==> config.mk <==
export PLATFORM = sky130hd
export DESIGN_NAME = adat_tx
export DESIGN_NICKNAME = d
export VERILOG_FILES = /design/src/rtl/adat_tx.sv
export SDC_FILE = /design/constraint.sdc
export NUM_CORES = 1
export LEC_CHECK = 0
export ABC_AREA = 1
export ABC_CLOCK_PERIOD_IN_PS = 17790
export CAP_MARGIN = 20
export CELL_PAD_IN_SITES_DETAIL_PLACEMENT = 1
export CELL_PAD_IN_SITES_GLOBAL_PLACEMENT = 2
export CORE_MARGIN = 1.5
export CORE_UTILIZATION = 30
export CTS_BUF_LIST = sky130_fd_sc_hd__clkbuf_16
export CTS_CLUSTER_DIAMETER = 100
export DETAILED_ROUTE_END_ITERATION = 8
export GPL_ROUTABILITY_DRIVEN = 0
export GPL_TIMING_DRIVEN = 1
export PLACE_DENSITY_LB_ADDON = 0.1
export SETUP_SLACK_MARGIN = 0.2
export SLEW_MARGIN = 40
export SYNTH_ARGS = -nofsm -noshare
export SYNTH_HDL_FRONTEND = slang
export SYNTH_SLANG_ARGS = --single-unit
==> constraint.sdc <==
create_clock -name clk_i -period 17.79 [get_ports clk_i]
set_clock_uncertainty 0.15 [all_clocks]
set_input_delay 3.558 -clock clk_i [delete_from_list [all_inputs] [get_ports clk_i]]
set_output_delay 3.558 -clock clk_i [all_outputs]
set_load 0.02 [all_outputs]
==> src/rtl/adat_tx.sv <==
// adat_tx: ADAT optical transmitter; one handshaked frame of up to 8 samples is sent
// per 256-bit NRZI frame, with a holding register so the next frame can be queued.
module adat_tx #(
   parameter int CHANNELS     = 8,
   parameter int SAMPLE_WIDTH = 24,
   parameter int CLK_DIV      = 2
) (
   input  logic                             clk_i,
   input  logic                             rst_i,
   input  logic                             en_i,
   input  logic [CHANNELS*SAMPLE_WIDTH-1:0] samples_i,
   input  logic [3:0]                       user_i,
   input  logic                             valid_i,
   output logic                             ready_o,
   output logic                             adat_o,
   output logic                             frame_start_o,
   output logic                             underrun_o
);
   localparam int DW = CLK_DIV > 1 ? $clog2(CLK_DIV) : 1;
   typedef enum logic {IDLE, SEND} state_t;
   state_t state, state_nx;
   logic [CHANNELS*SAMPLE_WIDTH-1:0] hold_data, src;
   logic [3:0] hold_user;
   logic hold_full, bit_end, last, load, xfer;
   logic [DW-1:0] div;
   logic [7:0] bit_cnt;
   logic [7:0][23:0] slots;
   logic [255:0] sh, fr;

   assign ready_o = !hold_full;
   assign xfer = valid_i && !hold_full;
   assign bit_end = div == DW'(CLK_DIV - 1);
   assign last = state == SEND && bit_end && bit_cnt == 8'd255;
   assign src = hold_full ? hold_data : '0;

   // Samples are left-justified into 24-bit slots; unused channels send zero.
   for (genvar c = 0; c < 8; c++) begin : g_slot
      if (c < CHANNELS) begin : g_on
         assign slots[c] = 24'(src[c*SAMPLE_WIDTH +: SAMPLE_WIDTH]) << (24 - SAMPLE_WIDTH);
      end else begin : g_off
         assign slots[c] = '0;
      end
   end

   always_comb begin
      fr = '0;
      fr[10] = 1'b1;
      fr[15] = 1'b1;
      for (int i = 0; i < 4; i++) fr[11+i] = hold_full ? hold_user[3-i] : 1'b0;
      for (int c = 0; c < 8; c++)
         for (int n = 0; n < 6; n++) begin
            for (int i = 0; i < 4; i++) fr[16+30*c+5*n+i] = slots[c][23-4*n-i];
            fr[20+30*c+5*n] = 1'b1;
         end
   end

   always_comb begin
      load = en_i && (state == IDLE || last);
      state_nx = load ? SEND : last ? IDLE : state;
   end

   always_ff @(posedge clk_i or posedge rst_i)
      if (rst_i) state <= IDLE;
      else state <= state_nx;

   // Frame bits sit at sh[0]; each bit-period start shifts and NRZI-applies the next bit.
   always_ff @(posedge clk_i or posedge rst_i) begin
      if (rst_i) begin
         hold_full <= 1'b0;
         hold_data <= '0;
         hold_user <= '0;
         sh <= '0;
         div <= '0;
         bit_cnt <= '0;
         adat_o <= 1'b0;
         frame_start_o <= 1'b0;
         underrun_o <= 1'b0;
      end else begin
         frame_start_o <= load;
         underrun_o <= load && !hold_full;
         if (xfer) begin
            hold_full <= 1'b1;
            hold_data <= samples_i;
            hold_user <= user_i;
         end else if (load) hold_full <= 1'b0;
         if (load) begin
            sh <= fr;
            adat_o <= adat_o ^ fr[0];
            div <= '0;
            bit_cnt <= '0;
         end else if (state == SEND) begin
            div <= bit_end ? '0 : div + 1'b1;
            if (bit_end) begin
               bit_cnt <= bit_cnt + 8'd1;
               sh <= sh >> 1;
               adat_o <= adat_o ^ sh[1];
            end
         end
      end
   end
endmodule
* Word-level counts from Yosys, hierarchy flattened *
Index checks and enable logic that the tools add are counted.

storage, ports and cells
  input port bits = 200
  output and inout bits = 4
  logic and storage cells = 47
  bits in registers = 466

cells by class
  reductions and logical operators = 13
  $add $sub $neg = 2
  mux-type cells = 18
  eq/ne operators = 1
  bitwise operators = 3

operator list
  cell                                                           count
  256-bit 2-to-1 mux                                             3
  192-bit 2-to-1 mux                                             1
  8-bit 2-to-1 mux                                               3
  1-bit 2-to-1 mux                                               11
  8-bit by 1-bit adder with 8-bit output, second input constant  1
  8-bit equality test, second input constant                     1
  2-bit nonzero test                                             4
  1-bit logical AND                                              5
  3-bit AND reduction                                            1
  1-bit inverter                                                 2
  2-bit AND reduction                                            1
  1-bit adder, second input constant                             1
  1-bit logical NOT                                              1
  1-bit logical OR                                               1
  1-bit XOR                                                      1

* Depth between registers and ports, before layout *
  depth in word-level cells = 6
  depth in mapped cells = 11
  depth with buffers taken out = 9

* Worst setup path after synthesis *
OpenSTA, ideal clock, no wires.

  path kind = input -> register
  from = input en_i
  to = register sh[11]
  arrival = 4588 ps
  library setup time = 66 ps
  required time = 17574 ps
  path buffers = 3
  slack = 12987 ps
  stages on the path = 7
  cells stage by stage = buf_2 nand2_1 nand2_1 clkbuf_1 clkbuf_1 nand3_1 nand2_1

between the ends
  longest elaborated chain between the ends = 3
  elaborated cells between the ends (all ways) = 5
  those cells by class = mux: 1; reduce/logical: 4

RTL lines
  what                                  line  text
  start: declaration                    10    input logic en_i,
  1-bit logical AND *                   58    load = en_i && (state == IDLE || last);
  2-bit nonzero test (no source line)   n/a
  2-bit AND reduction (no source line)  n/a
  end signal: assignment                87    sh <= fr;
  end signal: assignment                95    sh <= sh >> 1;
  end: declaration                      28    logic [255:0] sh, fr;

Mark *: on every way between the ends. The rest lies on a longest branch, timed or not.
A chain may end at the register's enable or synchronous reset.

* Worst setup path after layout *
  from = input en_i
  to = register sh[2]

Same word-level chain as after synthesis.

==> impl_metrics.toml <==
[detailed_routing]
dr.pass1.iters = 5
via_per_inst = 4.623
wire_per_inst_um = 16.55
wirelength_um = 58660
dr_total_vias = 16390
first_iter_violations = 759
final_antenna_net_count = 0
drc = 0

[outcome]
status = "finished clean"

[worst_setup_path]
startpoint_type = "primary input"
slowest_delay_ps = 650
path_max_fanout = 87
path_cells = "buf_6 > nand2_1 > nand2_4 > buf_6 > buf_6 > buf_4 > nand3_1 > nand2_1"
path_common_cell = "buf_6"
cp-end-kind = "register"
crit_type = "primary input to register"
worst_path_max_delay_cell = "buf_4"
r2r_start = "state$_DFFE_PP0P_"
cp_top_family = "buffers and inverters"
cp_data_required_time_ps = 18170
r2r_setup_slack_ps = 14060
startpoint = "en_i"
path_buf_inv = 4
cp_data_arrival_time_ps = 6910

[clock_tree]
cts.repair.resized = 0
htreeDepth = 2
clk_latency_ps = 600
post_cts_buffers = 0
cts_inserted_buffers = 56
clock_path_buffers = 3
root_buffer = "clkbuf_16"
clkSinkCount = 465
cts_tree = "built"
clk_pin_slew_ps = 50
postCtsHoldBufs = 0

[pwr]
p_sw_mw = 0.4943
seq_power_share_pct = 47.9
irDropWorstVdd_mv = 0.06417
p_clk_share_pct = 48.5
p_comb_share_pct = 3.6
swShare_pct = 22.38
p_per_area_nw_per_um2 = 85.88
p_int_mw = 1.715
p_leak_nw = 12.79

[cells_and_area]
nFillCells = 8130
most-common-layout-cells = "nand2_1 (826), dfrtp_1 (464), nand3_1 (405), inv_1 (228), clkdlybuf4s50_1 (202)"
instances_no_fill = 3545
num_antenna_cells = 0
nNetsFinal = 2762
design_area_um2 = 25720
final_common_cell = "nand2_1"
area_growth_pct = 20.77
multi_input_area_um2 = 8114
drive_gt1_share_pct = 11.21
seq_area_um2 = 11640

[timing]
period_needed_ps = 6527
relSlewSlack_pct = 47.30
fin_setup_tns_ps = 0
fmax_mhz = 153.2
rsz0062_at_grt = "false"
finalCritPeriodShare_pct = 36.69
maxSlewViolCount = 0
worstMarginPinSlew_ps = 790.4
hold_viol_final = 0
final-setup-viol-count = 0

[logic_synthesis]
netlist_area_um2 = 21300
ys_warn_count = 0
synthCells = 2444
synth_cell_types = 21
ys_ff_latch = 465
synth_area_per_cell_um2 = 8.714
synth-seq-area-share_pct = 54.64
synth_nets = 2645

[floorplanning]
top_level_ports = 204
die_y_um = 269.4
die_w_um = 269.4
die-area_um2 = 72600
core_area_um2 = 70150
start_util_pct = 30.36
num_rows = 97

[run]
maxCapViolations = 0

[place]
placed_cells = 3443
portBuffers = 203
dpl_cell_area_um2 = 24010
hpwlAfterDp_um = 33960

[grt]
grt_pass1_vias = 18130
antenna_found_initial = 0
track_usage_pct = 16.44
grt_max_degree = 110
grt_pass1_wl_um = 97950
grt-ovfl-total = 0

[min_path]
hold_path.class = "register to register"
min_from = "sh[193]$_DFFE_PP0P_"
-- final cells by class --
| cell class | instances | share of cell area, % |
|---|---|---|
| Sequential cell | 465 | 45.25 |
| Multi-Input combinational cell | 1604 | 31.55 |
| Timing Repair Buffer | 225 | 8.956 |
| Clock buffer | 57 | 5.546 |
| Tap cell | 940 | 4.573 |
| Inverter | 209 | 3.118 |
| Clock inverter | 45 | 1.007 |
-- worst paths after layout --
check / cells past startpoint / to
setup / recovery: 8 / sh[2]$_DFFE_PP0P_
hold / removal: 2 / sh[193]$_DFFE_PP0P_
setup reg to reg: 7 / sh[2]$_DFFE_PP0P_
hold reg to reg: 2 / sh[193]$_DFFE_PP0P_
max in group asynchronous: 4 / sh[125]$_DFFE_PP0P_
min in group asynchronous: 2 / hold_data[10]$_DFFE_PP0P_
-- state kept, by name (all words and copies together), names as in the netlist --
| signal | cells |
|---|---|
| hold_data | 192 |
| state | 1 |
| sh | 255 |
| adat_o | 1 |
| underrun_o | 1 |
| hold_user | 4 |
| hold_full | 1 |
| frame_start_o | 1 |
| bit_end | 1 |
| bit_cnt | 8 |
-- cells by family (layout without fill, tap and decap cells) --
kind of cell	Yosys count	after routing	synth area share, %
adder cells (fa/ha/maj)	1	1	0.05874
AO/OA/AOI/OAI	4	4	0.09396
multiplexers	196	196	10.36
flip-flops	465	465	54.64
XOR/XNOR	3	3	0.1234
buffers and inverters	375	536	7.544
AND/OR/NAND/NOR	1400	1400	27.18
-- power by group through the flow --
stage	registers (mW)	logic [mW]	clock network [mW]
final	1.06	0.0802	1.07
after global routing	1.06	0.0883	1.16
after CTS	1.06	0.0836	1.12
after detailed placement	1.08	0.0833	0
after global placement	1.08	0.0813	0
after floorplan	1.08	0.0219	0
-- worst min-delay path, cell delays in order, from the launching register on --
cell     delay [ps]
dfrtp_1         340
nand2_1          50
nand2_1          50
-- layer usage --
| metal | routed length [um] | vias to the layer above | global-route usage (%) |
|---|---|---|---|
| met1 | 26910 | 8229 | 21.18 |
| met2 | 28740 | 182 | 28.70 |
| met3 | 1678 | 76 | 2.324 |
| met5 | 0 | - | 0 |
| met4 | 1328 | 0 | 4.494 |
| li1 | - | 7903 | - |
-- Yosys cell counts (all sizes together) --
cell type / n / share of area (%)
clkbuf: 70 / 1.2
nand4: 4 / 0.12
nor2: 158 / 2.8
a21oi: 1 / 0.023
mux2: 196 / 10
xnor2: 1 / 0.041
nand3: 405 / 9.5
nor3: 1 / 0.023
nand2: 831 / 15
dfrtp: 465 / 55
ha: 1 / 0.059
and3: 1 / 0.029
o21ai: 3 / 0.070
xor2: 2 / 0.082
buf: 96 / 2.6
inv: 209 / 3.7
-- stage by stage --
step	hold slack (ps)	worst slack (ps)	util (%)	total power, mW
2_1_floorplan	299.1	1115	-	1.100
3_3_place_gp	311.8	10190	34.08	1.158
3_5_place_dp	315.6	10340	34.22	1.160
4_1_cts	331.2	11000	36.62	2.259
5_1_grt	344.9	10970	36.67	2.303
6_report	323.9	11260	36.67	2.209
Power figures use the tool's default switching activity.
==> RTL edit (same settings) <==
Remove the register `underrun_o`: a continuous assignment takes its place, so the output `underrun_o` follows one clock earlier.
--- a/src/rtl/adat_tx.sv
+++ b/src/rtl/adat_tx.sv
@@ -75,8 +75,6 @@
          adat_o <= 1'b0;
          frame_start_o <= 1'b0;
-         underrun_o <= 1'b0;
       end else begin
          frame_start_o <= load;
-         underrun_o <= load && !hold_full;
          if (xfer) begin
             hold_full <= 1'b1;
@@ -99,3 +97,5 @@
       end
    end
+
+   assign underrun_o = load && !hold_full;
 endmodule
Formal check against the unedited RTL: not equivalent (a bounded check fails within 4 cycles, from zero or initial values and one cycle with rst_i high).
==> RTL edit against the original RTL <==
Clock power is essentially flat; die area shrank 0.67%; core utilization grew 0.14 points; final area is essentially flat; final cell count shrank 0.14%; routed wire length shrank 0.20%; combinational power shrank 0.5%; synthesized area shrank 0.68%; sequential cell count shrank 1; worst setup slack lost 2.5 ns; non-clock buffer count grew 2; via count shrank 1.2%; power is essentially flat.
==> RTL edit: results <==
clock_network:
  numCtsBuffers: 57
  clkLatencyLatePin_ns: 0.60
  htree_levels: 2
  cts-resized-gates: 0
  clockBufferDepth: 3
  cts.clk_slew.worst_paths_ns: 0.06
  cts_setup_buffers: 0
  cts_root_buffer: "clkbuf_16"
yosys:
  ys.flop_type: "dfrtp_1"
  ys.warnings.count: 0
  synthArstFlopShare_pct: 100.0
  synth_seq_area_share_pct: 54.90
  synthTopCellsByArea: "dfrtp_1 (55%), nand2_1 (15%), mux2_2 (10%), nand3_1 (9.6%), inv_1 (3.7%)"
  synth.distinct_cells: 18
  syn_avg_cell_area_um2: 8.683
  synth_commonest_cells: "nand2_1 (825), dfrtp_1 (464), nand3_1 (404), inv_1 (206), mux2_2 (196)"
  syn_nets: 2637
global_routing:
  track_usage_pct: 16.65
  grt_pass1_vias: 17688
  grt_max_degree: 121
  antenna_found_initial: 0
  grt_pass1_wl_um: 96120
drt:
  drt_pass1_iterations: 4
  vias: 16201
  drtIter0Drc: 717
  viasPerCell: 4.577
  wirelength_um: 58540
placed_design:
  port_buffers: 203
  postPlaceCellArea_um2: 23970
  dp.cells: 3435
  hpwl_um: 33450
pwr:
  leakage_uw: 0.01282
  ir_drop_mv: 0.06490
cells_and_area:
  num_antenna_cells: 0
  num-nets-final: 2757
  drive_gt1_share_pct: 11.46
  nFillCells: 8132
  top_regs: "sh: 255 flops, hold_data: 192 flops, bit_cnt: 8 flops"
worst_setup_path:
  cp.arrival_ns: 5.32
  path_max_fanout: 55
outcome:
  outcome: "finished clean"
sta:
  worstMarginPinSlew_ns: 0.8065
hold_path:
  hold_class: "reg -> reg"
RTL edit: layer usage:
metal  up-vias  share of wire (%)  GRT usage (%)
li1       7882                  -              -
met1      8079                 46          21.55
met2       177                 49          29.27
met3        63                2.7          2.155
met4         0                1.9          4.251
met5         -                  0              0
RTL edit: critical path, cell delays in order:
cell and delay, ns:
buf_6 0.34, nand2_4 0.49, nor2_1 0.24, clkdlybuf4s50_1 0.63
RTL edit: final cells by class:
cell class,count,share of cell area [%]
clock buffer,59,5.738
multi-input combinational,1600,31.44
sequential,464,45.14
clock inverter,44,0.8996
timing repair buffer,227,9.142
tap,940,4.571
inverter,206,3.064
RTL edit: kinds of logic after synthesis:
logic type / Yosys count / share of synthesized area, %
AO/OA/AOI/OAI: 5 / 0.1183
buffers and inverters: 372 / 7.122
AND/OR/NAND/NOR: 1393 / 27.16
XOR/XNOR: 5 / 0.2071
flip-flops: 464 / 54.90
adder cells (fa/ha/maj): 1 / 0.05914
multiplexers: 196 / 10.43
RTL edit: through the flow:
step           hold WS (ns)  util, %  setup slack (ns)
2_1_floorplan        0.2991        -             1.143
3_3_place_gp         0.3116    34.12             8.655
3_5_place_dp         0.3158    34.28             8.685
4_1_cts              0.3312    36.73             8.681
5_1_grt              0.3446    36.81             8.617
6_report             0.3251    36.81             8.763
RTL edit: power breakdown:
group,switching [µW],total (µW),internal [µW]
Clock,452,1070,619
Combinational,39.4,79.8,40.3
Sequential,0,1060,1060
RTL edit: worst paths after layout:
check	from	endpoint	slack, ns	cells past startpoint
worst max-delay path	en_i	underrun_o	8.76	4
worst min-delay path	sh[182]$_DFFE_PP0P_	sh[182]$_DFFE_PP0P_	0.33	2
worst max register to register	bit_cnt[0]$_DFFE_PP0P_	bit_cnt[3]$_DFFE_PP0P_	13.44	11
worst min register to register	sh[182]$_DFFE_PP0P_	sh[182]$_DFFE_PP0P_	0.33	2
max in group asynchronous	rst_i	hold_data[174]$_DFFE_PP0P_	12.42	4
min in group asynchronous	rst_i	hold_data[104]$_DFFE_PP0P_	3.30	2
